--- src/rtl/uart_reg_responder.sv ---
// -----------------------------------------------------------------------------
// uart_reg_responder
//
// Host-side command responder for a byte-oriented serial link. Received bytes
// are parsed into register read/write request frames:
//
//   request : A5, CMD, ADDR, [DATA], CSUM
//             CMD 01 = write (carries DATA, CSUM = CMD^ADDR^DATA)
//             CMD 02 = read  (no DATA,      CSUM = CMD^ADDR)
//             any other CMD is parsed with the read length
//   response: 5A, CODE, PAYLOAD, CODE^PAYLOAD
//             CODE 00 ok, E1 bad checksum, E2 unknown CMD, E3 ADDR >= NREG
//             (priority E1 > E2 > E3, PAYLOAD 00 on any error)
//
// The link is half duplex: bytes arriving while a request is being executed
// or answered are dropped. A stalled request frame is abandoned after TIMEOUT
// idle clocks between bytes.
//
// Parameters:
//   NREG     number of 8-bit registers (1..256), addresses 0..NREG-1
//   TIMEOUT  idle clocks allowed between bytes of one request frame (>= 1)
//
// Ports:
//   clk       sole clock
//   rst       asynchronous, active-high reset
//   rx_vld    single-cycle strobe, rx_data holds a received byte
//   rx_data   received byte
//   txrdy     transmitter idle; drops the cycle after it takes a byte
//   tx_vld    registered single-cycle byte-send strobe
//   tx_data   registered byte to send, stable until the next strobe
//   reg_q     register bank, register i on bits [8i+7:8i]
//   wr_stb    one-cycle pulse for each committed register write
//   busy      high from request complete until the last response byte is sent
// -----------------------------------------------------------------------------
module uart_reg_responder #(
  parameter int NREG    = 8,
  parameter int TIMEOUT = 50000
) (
  input  logic              clk,
  input  logic              rst,
  input  logic              rx_vld,
  input  logic [7:0]        rx_data,
  input  logic              txrdy,
  output logic              tx_vld,
  output logic [7:0]        tx_data,
  output logic [8*NREG-1:0] reg_q,
  output logic              wr_stb,
  output logic              busy
);

  // Width of the inter-byte timeout counter; it saturates at TIMEOUT.
  localparam int TW = (TIMEOUT < 1) ? 1 : $clog2(TIMEOUT + 1);
  localparam logic [TW-1:0] TMO_MAX = TW'(TIMEOUT);

  localparam logic [7:0] REQ_SYNC  = 8'hA5;
  localparam logic [7:0] RSP_SYNC  = 8'h5A;
  localparam logic [7:0] CMD_WR    = 8'h01;
  localparam logic [7:0] CMD_RD    = 8'h02;
  localparam logic [7:0] CODE_OK   = 8'h00;
  localparam logic [7:0] CODE_CSUM = 8'hE1;
  localparam logic [7:0] CODE_CMD  = 8'hE2;
  localparam logic [7:0] CODE_ADDR = 8'hE3;

  typedef enum logic [2:0] {
    S_IDLE,
    S_CMD,
    S_ADDR,
    S_DATA,
    S_CSUM,
    S_EXEC,
    S_SEND,
    S_GAP
  } state_t;

  // ---------------------------------------------------------------------------
  // State
  // ---------------------------------------------------------------------------
  state_t          r_state;
  logic [7:0]      r_cmd;
  logic [7:0]      r_addr;
  logic [7:0]      r_data;
  logic [7:0]      r_code;
  logic [7:0]      r_payload;
  logic [TW-1:0]   r_tmo;
  logic [2:0]      r_idx;
  logic [7:0]      r_regs [NREG];
  logic            r_tx_vld;
  logic [7:0]      r_tx_data;
  logic            r_wr_stb;
  logic            r_busy;

  // ---------------------------------------------------------------------------
  // Combinational helpers
  // ---------------------------------------------------------------------------
  logic            w_in_frame;
  logic            w_tmo_hit;
  logic            w_addr_ok;
  logic [7:0]      w_exp_csum;
  logic [7:0]      w_rd_val;
  logic [7:0]      w_code;
  logic [7:0]      w_payload;
  logic [7:0]      w_tx_byte;

  assign w_in_frame = (r_state == S_CMD)  || (r_state == S_ADDR) ||
                      (r_state == S_DATA) || (r_state == S_CSUM);
  assign w_tmo_hit  = (r_tmo == TMO_MAX);
  assign w_addr_ok  = (int'(r_addr) < NREG);

  // Read mux over the bank. An out-of-range address simply selects nothing;
  // the E3 path never uses the value.
  always_comb begin
    // NOTE: every variable written here gets a default first, so no path
    // leaves it unassigned and no latch is inferred.
    w_rd_val = 8'h00;
    for (int i = 0; i < NREG; i++) begin
      if (r_addr == i[7:0]) w_rd_val = r_regs[i];
    end
  end

  // Request evaluation. It runs while the CSUM byte is on rx_data so that
  // CODE/PAYLOAD and the write strobe are already registered during EXEC;
  // nothing can change the bank between that byte and EXEC.
  always_comb begin
    w_exp_csum = r_cmd ^ r_addr ^ ((r_cmd == CMD_WR) ? r_data : 8'h00);
    w_code     = CODE_OK;
    w_payload  = 8'h00;
    if (rx_data != w_exp_csum) begin
      w_code = CODE_CSUM;
    end else if ((r_cmd != CMD_WR) && (r_cmd != CMD_RD)) begin
      w_code = CODE_CMD;
    end else if (!w_addr_ok) begin
      w_code = CODE_ADDR;
    end else if (r_cmd == CMD_WR) begin
      w_payload = r_data;
    end else begin
      w_payload = w_rd_val;
    end
  end

  // Response byte selected by the byte index.
  always_comb begin
    case (r_idx[1:0])
      2'd0:    w_tx_byte = RSP_SYNC;
      2'd1:    w_tx_byte = r_code;
      2'd2:    w_tx_byte = r_payload;
      default: w_tx_byte = r_code ^ r_payload;
    endcase
  end

  // ---------------------------------------------------------------------------
  // Parser / executor / sender FSM with registered outputs
  // ---------------------------------------------------------------------------
  always_ff @(posedge clk or posedge rst) begin
    if (rst) begin
      r_state   <= S_IDLE;
      r_cmd     <= 8'h00;
      r_addr    <= 8'h00;
      r_data    <= 8'h00;
      r_code    <= 8'h00;
      r_payload <= 8'h00;
      r_tmo     <= '0;
      r_idx     <= 3'd0;
      r_tx_vld  <= 1'b0;
      r_tx_data <= 8'h00;
      r_wr_stb  <= 1'b0;
      r_busy    <= 1'b0;
      // NOTE: the bank is a set of flops with a defined reset value, not a
      // RAM, so it is cleared here along with the rest of the state.
      for (int i = 0; i < NREG; i++) begin
        r_regs[i] <= 8'h00;
      end
    end else begin
      // NOTE: sequential state uses non-blocking assignments only, so every
      // read in this block sees the value from before the clock edge.
      r_tx_vld <= 1'b0;
      r_wr_stb <= 1'b0;

      if (w_in_frame && w_tmo_hit) begin
        // Timeout wins over a byte arriving in the same cycle.
        r_state <= S_IDLE;
        r_tmo   <= '0;
      end else begin
        if (w_in_frame) begin
          r_tmo <= rx_vld ? '0 : r_tmo + TW'(1);
        end

        case (r_state)
          S_IDLE: begin
            r_tmo <= '0;
            if (rx_vld && (rx_data == REQ_SYNC)) r_state <= S_CMD;
          end

          S_CMD: begin
            if (rx_vld) begin
              r_cmd   <= rx_data;
              r_state <= S_ADDR;
            end
          end

          S_ADDR: begin
            if (rx_vld) begin
              r_addr  <= rx_data;
              r_state <= (r_cmd == CMD_WR) ? S_DATA : S_CSUM;
            end
          end

          S_DATA: begin
            if (rx_vld) begin
              r_data  <= rx_data;
              r_state <= S_CSUM;
            end
          end

          S_CSUM: begin
            if (rx_vld) begin
              r_code    <= w_code;
              r_payload <= w_payload;
              r_wr_stb  <= (w_code == CODE_OK) && (r_cmd == CMD_WR);
              r_busy    <= 1'b1;
              r_state   <= S_EXEC;
            end
          end

          S_EXEC: begin
            // wr_stb is high in this cycle; the bank updates at its end.
            if (r_wr_stb) begin
              for (int i = 0; i < NREG; i++) begin
                if (r_addr == i[7:0]) r_regs[i] <= r_data;
              end
            end
            r_idx   <= 3'd0;
            r_state <= S_SEND;
          end

          S_SEND: begin
            if (txrdy) begin
              r_tx_vld  <= 1'b1;
              r_tx_data <= w_tx_byte;
              r_idx     <= r_idx + 3'd1;
              r_state   <= S_GAP;
            end
          end

          S_GAP: begin
            // One dead cycle covers the transmitter's late drop of txrdy.
            if (r_idx == 3'd4) begin
              r_busy  <= 1'b0;
              r_state <= S_IDLE;
            end else begin
              r_state <= S_SEND;
            end
          end

          default: r_state <= S_IDLE;
        endcase
      end
    end
  end

  // ---------------------------------------------------------------------------
  // Outputs
  // ---------------------------------------------------------------------------
  assign tx_vld  = r_tx_vld;
  assign tx_data = r_tx_data;
  assign wr_stb  = r_wr_stb;
  assign busy    = r_busy;

  for (genvar g = 0; g < NREG; g++) begin : g_reg_q
    assign reg_q[8*g +: 8] = r_regs[g];
  end

endmodule

--- config.mk ---
export PLATFORM = sky130hd
export DESIGN_NAME = uart_reg_responder
export DESIGN_NICKNAME = d
export VERILOG_FILES = /design/src/rtl/uart_reg_responder.sv
export SDC_FILE = /design/constraint.sdc
export NUM_CORES = 1
export LEC_CHECK = 0
export BUFFER_PORTS_ARGS = -buffer_cell sky130_fd_sc_hd__buf_2
export CELL_PAD_IN_SITES_DETAIL_PLACEMENT = 1
export CELL_PAD_IN_SITES_GLOBAL_PLACEMENT = 1
export CORE_MARGIN = 5
export CORE_UTILIZATION = 42
export CTS_CLUSTER_SIZE = 24
export DETAILED_ROUTE_END_ITERATION = 6
export GPL_ROUTABILITY_DRIVEN = 0
export GPL_TIMING_DRIVEN = 0
export PLACE_DENSITY_LB_ADDON = 0.25
export REMOVE_ABC_BUFFERS = 1
export SYNTH_ARGS = -nofsm -noshare
export SYNTH_HDL_FRONTEND = slang
export SYNTH_SLANG_ARGS = --single-unit
--- constraint.sdc ---
create_clock -name clk -period 3.95 [get_ports clk]
set_clock_uncertainty 0.1 [all_clocks]
set_input_delay 0.5925 -clock clk [delete_from_list [all_inputs] [get_ports clk]]
set_output_delay 0.5925 -clock clk [all_outputs]
set_load 0.02 [all_outputs]
Word-level counts from Yosys, hierarchy flattened
Index checks and enable logic that the tools add are counted.

Bits in registers: 137. Input bits: 12. Logic and storage cells: 131.

Add/sub/neg operators: 2. Magnitude comparators: 1. Equal/unequal tests: 32. Mux-type cells: 42. Bitwise logic cells: 4. Reductions and logical operators: 30.

Operators with widths (number): 2-to-1 mux 8 bit (16); 2-to-1 mux 16 bit (4); AND reduction 4 bit (9); == test 8 x 3 -> 1 bit, second input constant (4); 2-to-1 mux 3 bit (10); case mux 3 bit (8 select lines) (1); case mux 8 bit (3 select lines) (1); bitwise XOR 8 bit (3); AND reduction 3 bit (6); adder 16 x 1 -> 16 bit, second input constant (1); == test 16 bit, second input constant (1); == test 8 x 1 -> 1 bit, second input constant (2); == test 8 x 2 -> 1 bit, second input constant (2); zero test 8 bit (2); == test 3 bit, second input constant (5); inequality test 3 x 2 -> 1 bit, second input constant (4); == test 8 bit, second input constant (1); less-than comparator 8 x 4 -> 1 bit, second input constant (1); 2-to-1 mux 1 bit (8); inequality test 8 x 1 -> 1 bit, second input constant (1); inequality test 8 x 2 -> 1 bit, second input constant (1); inequality test 8 bit (1); == test 3 x 2 -> 1 bit, second input constant (2); inequality test 2 bit, second input constant (3); 15 further kinds (22).

Depth between registers and ports, before layout
Gate-level depths: netlist (run 1).

Word-level depth: 13. Depth in mapped cells: 10.

Least setup slack after synthesis (run 1)
Ideal clock, no wire load.

Path type: register -> register. From: register r_addr[4]. To: register r_regs (netlist bit reg_q[48]). Library setup time: 125 ps. Arrival: 2139 ps. Required time: 3725 ps. Slack: 1586 ps. Stages on the path, launching flop included: 7. Period minus slack after synthesis: 2364 ps. Cell sequence: dfrtp_1 -> or4_4 -> or2_4 -> nor2_1 -> nand2_1 -> nor3b_4 -> mux2_2.

Cells in the longest elaborated chain, start to end: 2.

Ends and longest elaborated chain: start: declaration (RTL line 80) `logic [7:0] r_addr;`; start signal: assignment (RTL line 202) `r_addr <= rx_data;`; == test 8 x 3 -> 1 bit (RTL line 228) `if (r_addr == i[7:0]) r_regs[i] <= r_data;`; AND reduction 4 bit (no line); end signal: indexed assignment (RTL line 228); end: declaration (RTL line 86) `logic [7:0] r_regs [NREG];`.

No other way between the ends. A chain may end at the register's enable or synchronous reset.

Worst setup path in the final report (run 1)
From: register r_cmd[5]. To: register r_payload[4].

Cells in the longest elaborated chain, start to end: 5. Elaborated cells between the ends (all ways): 12. Those cells by class: 4 x eq/ne; 5 x mux; 2 x bitwise; 1 x reduce/logical.

Ends and longest elaborated chain: start: declaration (RTL line 79) `logic [7:0] r_cmd;`; start signal: assignment (RTL line 195) `r_cmd <= rx_data;`; == test 8 x 1 -> 1 bit (RTL line 124, 133); 2-to-1 mux 8 bit (on tied branches) (RTL line 124, 133); bitwise XOR 8 bit or 2-to-1 mux 8 bit (tied branches) (RTL line 124, 131); inequality test 8 bit or 2-to-1 mux 8 bit (tied branches) (RTL line 127, 129); 2-to-1 mux 8 bit * (RTL line 127) `if (rx_data != w_exp_csum) begin`; end signal: assignment (RTL line 217) `r_payload <= w_payload;`; end: declaration (RTL line 83) `logic [7:0] r_payload;`.

Every way passes the cells marked *; elsewhere a longest branch is shown, timed or not.

==> key figures, run 1 <==
Power
  – Sw Ratio: 23.4%
  – Switch Pwr: 0.700 mW
  – Internal power: 2.29 mW
  – Max rail drop VDD: 0.303 mV
  – Clock network fraction of design power: 51.7%
  – P_leak: 3.86 nW
  – Comb pwr share: 2.8%
  – Pwr dens: 374 mW/mm²
  – Sequential Power Share: 45.5%

Clock network
  – Htree depth: 4
  – Total clock sinks: 132
  – Post-CTS resize count: 0
  – CTS tree: built
  – CTS Root Buffer Type: clkbuf_16
  – CTS Buffer Depth: 2
  – Clk slew on worst S/H paths: about 0.060 ns
  – Hold-fix buffers, CTS: 0
  – Postcts setup bufs: 0
  – TritonCTS buffer count: 17
  – Worst-Skew Late Latency: 0.43 ns

Critical path
  – Crit end category: flop
  – Arrival time at the worst endpoint: ~3.5 ns
  – Worst EP required: 4.17 ns
  – Crit Path Category: flop to flop
  – Startpoint Class: flop
  – Crit path max fanout: 13

Place
  – Port-buffer cells: 86
  – Post-DP HPWL: 13300 µm

Logic synthesis
  – Yosys top cell area share: 48.2%
  – Main synth FF type: dfrtp_1
  – Gate Count Post-Synth: 622
  – Largest area contributor in the netlist: dfrtp_1
  – Netlist cell types: 73
  – Synth Warn #: 0
  – Sequential fraction of the synthesis area: about half
  – Seq cells post-synth: 132
  – Mapped Area: 0.00685 mm²
  – Post-synth EDFFs: 0
  – Share of synthesized registers carrying an async set or reset: 100%
  – Synth top area cells: dfrtp_1 48%, mux2_2 13%, o21ai_0 4.1%, nand2_1 3.2%, mux2i_1 1.9%
  – Syn avg cell area: between 10 and 15 µm²

Floorplan
  – Die Y: 138 µm
  – Chip width: 138 µm
  – Core Region: ~0.016 mm²
  – Initial Util: 43.0%
  – IO Count: 87
  – Die area: between 0.015 and 0.02 mm²
  – Rows: 46

Global routing
  – Total grt overflow: 0
  – Global-route wire length before repair: 32000 µm
  – Initial antenna violation count: 0
  – Tot GR Track Use: 22.1%
  – Number of global-route vias before repair: about 5800
  – Largest net degree at the start of global routing: 94

Detailed routing
  – DRC Markers: 0
  – Total number of vias: 5305
  – DR iter-0 viols: 233
  – Vias per cell: about 5.7
  – Pre-Repair DR Iteration Count: 4
  – Post-Route WL: 19300 µm
  – Antenna viol nets, final: 0
  – Wirelength per Cell: 20.9 µm

STA
  – Tightest Pin Transition: roughly 1.1 ns
  – WHS: 0.0654 ns
  – Final Cycle Share: 83.4%
  – Fmax: 304 MHz
  – Slew HR: 26.7%
  – RSZ-0062 raised after global routing: false
  – Finish-stage setup viols: 0
  – Min cycle time layout: 3.29 ns
  – Final hold vios: 0
  – TNS Setup: 0 ns
  – Slew Viols, Final: 0

Cells and area
  – Antenna diodes: 0
  – Area grow syn2layout: 16.7%
  – NumNets Final: 716
  – Layout cells sized above 1: 32.2%

Outcome
  – Status: complete, no violations

Min path
  – Min-Delay Path Class: primary input to async pin

Run
  – Max Cap Viol: 0
## stage by stage
stage	instance area, µm²	setup WS [ns]	std cells	power, mW	utilization (%)
after CTS	7980	0.594	926	3.02	50.1
after global routing	8000	0.327	927	3.09	50.2
after detailed placement	7410	0.670	894	1.47	46.5
after floorplan	6670	-0.269	591	1.43	-
final	8000	0.657	927	2.99	50.2
after global placement	7370	-1.79	893	1.46	46.2
## state kept, by name, summed over array words and instances (netlist names)
register and count:
r_payload 8, r_tmo 16, r_addr 8, r_cmd 8
busy 1, tx_data 8, tx_vld 1, r_data 8
wr_stb 1, reg_q 64, r_idx 3, r_code 3
r_state 3
## critical path, stage by stage, from the launching register on
cell     delay (ns)
dfrtp_1        0.47
or4b_1         0.56
nor2_1         0.84
nand4_1        0.30
o31ai_4        0.37
nand4_4        0.24
o31ai_1        0.30
## cells by family (layout without fill, tap and decap cells)
group                      Yosys count  in the layout  synth area share (%)
xor gates and xnor gates            19             19                  3.74
and+or+nand+nor                    183            183                  14.5
DFF                                132            132                  48.2
adders and majority gates            6              6                  1.10
muxes                               93             93                  15.4
buffers and inverters               49            138                  3.62
AOI/OAI and AO/OA                  140            140                  13.5
## synth_stat cells, types with 6 or more instances
cell	n
ha_1	6
nor4b_1	8
a2111oi_0	7
and3_1	8
mux2i_1	13
dfrtp_1	132
xnor2_1	8
nand3_1	19
mux2_2	78
a21oi_1	19
nor3_1	7
o22ai_1	13
nor2_1	32
nand4_1	6
clkbuf_1	18
nand2_1	59
o221a_2	6
o21ai_0	56
a22oi_1	9
inv_1	16
o31ai_1	7
## metal layers
| layer | GRT usage (%) | routed length, µm | vias to the layer above |
|---|---|---|---|
| met5 | 0 | 0 | - |
| met4 | 7.14 | 303 | 0 |
| met3 | 4.64 | 829 | 19 |
| met2 | 36.2 | 9670 | 118 |
| met1 | 29.2 | 8540 | 2722 |
| li1 | - | - | 2446 |
## power by group through the flow
stage          clock network [mW]  logic, mW  registers [mW]
2_1_floorplan                   0     0.0529            1.38
3_3_place_gp                    0     0.0797            1.38
3_5_place_dp                    0     0.0858            1.38
4_1_cts                      1.58     0.0878            1.36
5_1_grt                      1.64     0.0968            1.36
6_report                     1.55     0.0846            1.36
## final cells by class
class | instances | area [µm²]
Clock buffer | 19 | 453
Clock inverter | 13 | 124
Fill cell | 1791 | 7950
Inverter | 18 | 72.6
Multi-Input combinational cell | 441 | 3300
Sequential cell | 132 | 3300
Tap cell | 216 | 270
Timing Repair Buffer | 88 | 473
## final timing paths
check | startpoint | to | slack, ns | cells past startpoint
setup / recovery | r_cmd[5]$_DFFE_PP0P_ | r_payload[4]$_DFFE_PP0P_ | 0.66 | 6
hold / removal | rst | tx_data[7]$_DFFE_PP0P_ | 0.07 | 2
setup reg to reg | r_cmd[5]$_DFFE_PP0P_ | r_payload[4]$_DFFE_PP0P_ | 0.66 | 6
hold reg to reg | tx_data[2]$_DFFE_PP0P_ | tx_data[2]$_DFFE_PP0P_ | 0.37 | 2
max in group asynchronous | rst | reg_q[57]$_DFFE_PP0P_ | 2.92 | 3
min in group clk | tx_data[2]$_DFFE_PP0P_ | tx_data[2]$_DFFE_PP0P_ | 0.37 | 2
## cell usage in the layout (no fill, tap or decap), drive strengths merged, types with 7 or more instances in the layout
cell type	n
and3	8
o21ai	56
clkinv	7
a2111oi	7
dfrtp	132
mux2	78
a21oi	19
mux2i	13
xnor2	8
nand2	60
inv	20
clkbuf	19
nor3	8
o31ai	10
buf	88
nand4	7
nand3	19
nor4b	8
a22oi	9
nor2	34
o22ai	13
Power figures use the tool's default switching activity.
==> run 2, diff against run 1 <==
CORE_UTILIZATION = 46   (was 42)
clock period = 3.2 ns   (was 3.95 ns; I/O delays follow)
==> run 2 against run 1 <==
  * Cell count fell by 3.5%
  * Fmax is 10% higher
  * Count of clock-buffer cells in the layout unchanged
  * Combinational power rose by 25%
  * Critical path depth is the same
  * Sequential share of layout area is 0.11 points higher
  * Largest power group unchanged
  * Highest routed layer unchanged
==> key figures, run 2 (same netlist as run 1, synthesis figures left out) <==
Power
  – P_leak: 3.87 nW
  – Internal power: 2.95 mW
  – Pwr dens: 473 mW/mm²
  – Power after layout: 3.77 mW
  – Comb pwr share: 2.8%
  – Sequential Power Share: 44.5%
  – Max rail drop VDD: 0.323 mV
  – Clock network fraction of design power: 52.7%
  – Switch Pwr: 0.822 mW
  – Sw Ratio: 21.8%

Global routing
  – Tot GR Track Use: 22.9%
  – Initial antenna violation count: 0
  – Total grt overflow: 0
  – Number of global-route vias before repair: around 5800
  – Global-route wire length before repair: ~32000 µm
  – Largest net degree at the start of global routing: 97

Cells and area
  – NumNets Final: 716
  – Commonest non-fill, non-tap cell in the layout: dfrtp_1
  – Antenna diodes: 0
  – Most frequent cells in the layout: 131 x dfrtp_1, 86 x buf_2, 78 x mux2_2
  – Largest register FFs: 64
  – Layout cells sized above 1: 32.2%
  – Area grow syn2layout: 16.4%
  – Number of non-filler instances in the completed layout: 895

STA
  – RSZ-0062 raised after global routing: false
  – WHS: 0.283 ns
  – Slew Viols, Final: 0
  – Final Cycle Share: 93.4%
  – Fmax: 334 MHz
  – Tightest Pin Transition: 1.08 ns
  – Slew HR: between 20 and 30%
  – Final hold vios: 0
  – Min cycle time layout: about 3 ns
  – Finish-stage setup viols: 0

Outcome
  – Status: complete, no violations

Critical path
  – Crit Path Category: flop to flop
  – Crit path max fanout: 30
  – Arrival time at the worst endpoint: 3.21 ns
  – Worst EP required: roughly 3.4 ns
  – Reg-to-Reg End: r_payload[6]$_DFFE_PP0P_
  – Flop2flop setup slack: 0.21 ns
  – Startpoint Class: flop
  – Crit end category: flop
  – Reg2reg start: r_addr[2]$_DFFE_PP0P_
  – Worst reg-to-reg path cell count: 6

Floorplan
  – Initial Util: 47.0%
  – Die Y: 132 µm
  – Die area: 0.0174 mm²
  – IO Count: 87
  – Core Region: 0.0146 mm²
  – Chip width: 132 µm
  – Rows: 44

Detailed routing
  – Post-Route WL: roughly 19000 µm
  – DRC Markers: 0
  – DR iter-0 viols: 248
  – Vias per cell: 5.96
  – Wirelength per Cell: 21.7 µm
  – Antenna viol nets, final: 0
  – Total number of vias: 5334
  – Pre-Repair DR Iteration Count: 4

Min path
  – WHS Endpoint: r_cmd[6]$_DFFE_PP0P_
  – Hold Path Depth: 2
  – Hold Crit Start: rx_data[6]
  – Min-Delay Path Class: primary input to flop

Place
  – Port-buffer cells: 86
  – Dpl cells: between 800 and 900
  – Post-DP HPWL: 13500 µm

Run
  – Max Cap Viol: 0

Clock network
  – CTS tree: built
  – Worst-Skew Late Latency: roughly 0.42 ns
  – Postcts setup bufs: 0
  – Clk slew on worst S/H paths: 0.06 ns
  – Htree depth: 4
  – CTS Buffer Depth: 2
  – Total clock sinks: 132
  – TritonCTS buffer count: 17
  – CTS Root Buffer Type: clkbuf_16
## run 2: critical path, stage by stage (launching register included)
cell and delay, ns:
dfrtp_1 1.03, xor3_2 0.64, xnor2_1 0.17, a31oi_1 0.10, o32ai_1 0.31, nand4_4 0.25, o31ai_1 0.30
## run 2: power by group through the flow
| stage | combinational (mW) | sequential [mW] | clock [mW] |
|---|---|---|---|
| floorplan | 0.0653 | 1.71 | 0 |
| global placement | 0.0972 | 1.71 | 0 |
| detailed placement | 0.107 | 1.71 | 0 |
| CTS | 0.109 | 1.68 | 2.02 |
| global route | 0.119 | 1.68 | 2.11 |
| finish | 0.106 | 1.68 | 1.99 |
## run 2: per-layer routing
layer / vias up / global-route usage, % / part of all wire [%]
li1: 2455 / - / -
met3: 27 / 4.92 / 4.0
met2: 127 / 37.4 / 49
met1: 2725 / 30.1 / 45
met5: - / 0 / 0
met4: 0 / 8.29 / 2.0
## run 2: worst max path at each step
| stage | slack (ns) | to | startpoint |
|---|---|---|---|
| 4_1_cts | 0.09 | reg_q[61]$_DFFE_PP0P_ | r_addr[0]$_DFFE_PP0P_ |
| 2_1_floorplan | -0.91 | busy$_DFFE_PP0P_ | rst |
| 5_1_grt | 0.02 | r_payload[7]$_DFFE_PP0P_ | r_addr[2]$_DFFE_PP0P_ |
| 3_3_place_gp | -2.34 | reg_q[44]$_DFFE_PP0P_ | rst |
| 3_5_place_dp | -0.12 | r_payload[6]$_DFFE_PP0P_ | r_cmd[5]$_DFFE_PP0P_ |
| 6_report | 0.21 | r_payload[6]$_DFFE_PP0P_ | r_addr[2]$_DFFE_PP0P_ |
## run 2: repair_timing
action / 4_1_cts / 5_1_grt
resized for setup: 1 / 0
endpoints found under the hold margin: 36 / 0
hold buffers: 1 / 0
endpoints found under the setup margin: 10 / 0
## run 2: layout make-up
class | count | area (µm²)
well taps | 184 | 230
clock inverters | 13 | 156
inverters | 18 | 72.6
multi-input cells | 441 | 3300
fillers | 1584 | 6610
flip-flops and latches | 132 | 3300
clock buffers | 19 | 443
repair buffers | 88 | 468
## run 2: stage by stage
stage / TNS [ns] / setup WS, ns / cell area, µm² / util [%]
3_3_place_gp: -307.46 / -2.34 / 7330 / 50.3
3_5_place_dp: -0.860 / -0.123 / 7370 / 50.5
5_1_grt: 0 / 0.0225 / 7980 / 54.7
6_report: 0 / 0.210 / 7980 / 54.7
2_1_floorplan: -119.60 / -0.906 / 6670 / -
4_1_cts: 0 / 0.0902 / 7980 / 54.7
==> run 3, diff against run 2 <==
ABC_AREA = 1   (was unset)
CORE_ASPECT_RATIO = 1.2   (was unset)
CORE_UTILIZATION = 43   (was 46)
==> run 3 against run 2 <==
  * Register-to-register slack gained 0.26 ns
  * Die area is 8.1% higher
  * Via count increased by 21%
  * Sequential power increased by 32%
  * Worst hold slack worse by 0.18 ns
  * Global-route usage rose by 0.47 points
  * Cell area rose by 3.2%
  * Wire length rose by 9.5%
  * Combinational power increased to 15 times the previous value
  * Critical path type unchanged
  * Largest power group unchanged
  * Highest routed layer unchanged
==> key figures, run 3 <==
Outcome
  – Status: complete, no violations

Detailed routing
  – DRC Markers: 0
  – Wirelength per Cell: 17.5 µm
  – Pre-Repair DR Iteration Count: 6
  – DR iter-0 viols: 414
  – Total number of vias: 6460
  – Antenna viol nets, final: 0
  – Post-Route WL: 21300 µm
  – Vias per cell: approximately 5.3

Critical path
  – Crit path max fanout: 11
  – Crit end category: flop
  – Arrival time at the worst endpoint: 2.99 ns
  – Crit Path Category: flop to flop
  – Worst EP required: 3.46 ns
  – Startpoint Class: flop

Power
  – Power after layout: approximately 6.1 mW
  – Max rail drop VDD: just over 0.4 mV
  – Pwr dens: 741 mW/mm²
  – P_leak: 4.11 nW

Global routing
  – Total grt overflow: 0
  – Global-route wire length before repair: 35000 µm
  – Tot GR Track Use: 23.3%
  – Initial antenna violation count: 0
  – Number of global-route vias before repair: 6714
  – Largest net degree at the start of global routing: 81

Clock network
  – CTS Buffer Depth: 2
  – Worst-Skew Late Latency: 0.43 ns
  – Postcts setup bufs: 0
  – Total clock sinks: 132
  – Hold-fix buffers, CTS: 0
  – CTS tree: built
  – Post-CTS resize count: 0
  – Htree depth: 4
  – CTS Root Buffer Type: clkbuf_16
  – TritonCTS buffer count: 17
  – Clk slew on worst S/H paths: approximately 0.06 ns

Cells and area
  – Layout cells sized above 1: 15.8%
  – Largest register FFs: 64
  – Commonest non-fill, non-tap cell in the layout: nand2_1
  – Most frequent cells in the layout: 305 x nand2_1, 132 x dfrtp_1, 96 x o21ai_0
  – Antenna diodes: 0
  – Area grow syn2layout: 18.2%
  – Final core occ: about half
  – NumNets Final: between 1000 and 1500

Run
  – Max Cap Viol: 0

STA
  – WHS: 0.100 ns
  – Final Cycle Share: about 85%
  – Final setup margin: 0.470 ns
  – Slew Viols, Final: 0
  – RSZ-0062 raised after global routing: false
  – Final hold vios: 0
  – Tightest Pin Transition: 0.840 ns
  – Finish-stage setup viols: 0
  – Slew HR: between 40 and 50%
  – Min cycle time layout: 2.73 ns
  – TNS Setup: 0 ns
  – Fmax: 366 MHz

Logic synthesis
  – Yosys top cell area share: 47.4%
  – Syn avg cell area: 7.67 µm²
  – Largest area contributor in the netlist: dfrtp_1
  – Gate Count Post-Synth: 908
  – Top-count cell post-synth: nand2_1
  – Synth top area cells: dfrtp_1 47%, nand2_1 16%, o21ai_0 6.9%, nand3_1 5.0%, inv_1 4.7%
  – Synth Warn #: 0
  – Share of synthesized registers carrying an async set or reset: 100%
  – Mapped Area: 0.00696 mm²
  – Post-synth EDFFs: 0
  – Netlist cell types: 40
  – Commonest cells post-synth: 305 x nand2_1, 132 x dfrtp_1, 96 x o21ai_0, 88 x inv_1, 70 x nand3_1
  – Sequential fraction of the synthesis area: 47.4%
  – Main synth FF type: dfrtp_1
  – Seq cells post-synth: 132

Floorplan
  – Initial Util: 43.3%
  – Die Y: 149 µm
  – IO Count: 87
  – Rows: 51
  – Chip width: 126 µm
  – Die area: 0.0188 mm²
  – Core Region: 0.0161 mm²

Place
  – Post-DP HPWL: 15300 µm
  – Port-buffer cells: 86
  – Post-place setup slack: between 0.5 and 0.6 ns

Min path
  – Min-Delay Path Class: primary input to async pin
-- run 3: changes by cell type after synthesis, sizes merged, moves of 13 or more --
cell,delta
mux2,-78
nand2,+252
o21ai,+70
inv,+76
mux2i,-13
clkbuf,-15
nor2,+28
buf,+14
nand3,+62
-- run 3: worst paths after layout --
kind / depth (start not counted) / to / slack, ns / startpoint
max reg2reg: 11 / r_payload[4]$_DFFE_PP0P_ / 0.47 / r_addr[7]$_DFFE_PP0P_
min reg2reg: 2 / tx_data[0]$_DFFE_PP0P_ / 0.38 / tx_data[0]$_DFFE_PP0P_
max in group asynchronous: 3 / r_tmo[14]$_DFFE_PP0P_ / 2.15 / rst
min: 2 / reg_q[25]$_DFFE_PP0P_ / 0.10 / rst
min in group clk: 3 / r_cmd[3]$_DFFE_PP0P_ / 0.34 / rx_data[3]
max: 11 / r_payload[4]$_DFFE_PP0P_ / 0.47 / r_addr[7]$_DFFE_PP0P_
-- run 3: stage by stage --
step / area, µm² / cells
after global routing: 8230 / 1215
after global placement: 7530 / 1183
final: 8230 / 1215
after floorplan: 6840 / 885
after detailed placement: 7560 / 1184
after CTS: 8230 / 1215
-- run 3: kinds of logic (layout without fill, tap and decap cells) --
group	count (synthesis)	count (layout)	share of synthesized area, %
simple gates	480	480	31.0
compound gates	163	163	12.5
fa+ha+maj	6	6	1.08
xor+xnor	8	8	1.01
buf+inv	119	214	7.03
flops	132	132	47.4
-- run 3: per-layer routing --
metal / track usage [%] / vias up / routed length (µm)
li1: - / 3110 / -
met1: 28.2 / 3188 / 8890
met2: 42.0 / 128 / 11200
met3: 4.62 / 34 / 838
met4: 7.14 / 0 / 374
met5: 0 / - / 0
-- run 3: worst max-delay path, cell delays in order, from the launching register on --
cell and delay (ns):
dfrtp_1 0.44, nor2_1 0.16, nand2_1 0.22, nor2_2 0.59, nand2_1 0.42, nor2_1 0.25
nor2_1 0.10, nand4_1 0.09, nand2_1 0.08, nand2_1 0.09, nand2_1 0.07, nand2_1 0.07
-- run 3: cell type report --
class                   count  area (µm²)
clock inverters            13         230
multi-input cells         657        3170
fillers                  2049        7850
clock buffers              18         439
repair buffers             87         458
flip-flops and latches    132        3300
inverters                  96         367
well taps                 212         265
-- run 3: report_power, final --
part / leakage, nW / switching (mW) / total (mW) / internal (mW)
clock network: 0.318 / 0.780 / 2.26 / 1.48
registers: 1.78 / 0.323 / 2.22 / 1.89
logic: 2.00 / 1.17 / 1.63 / 0.458
total: 4.11 / 2.27 / 6.10 / 3.83
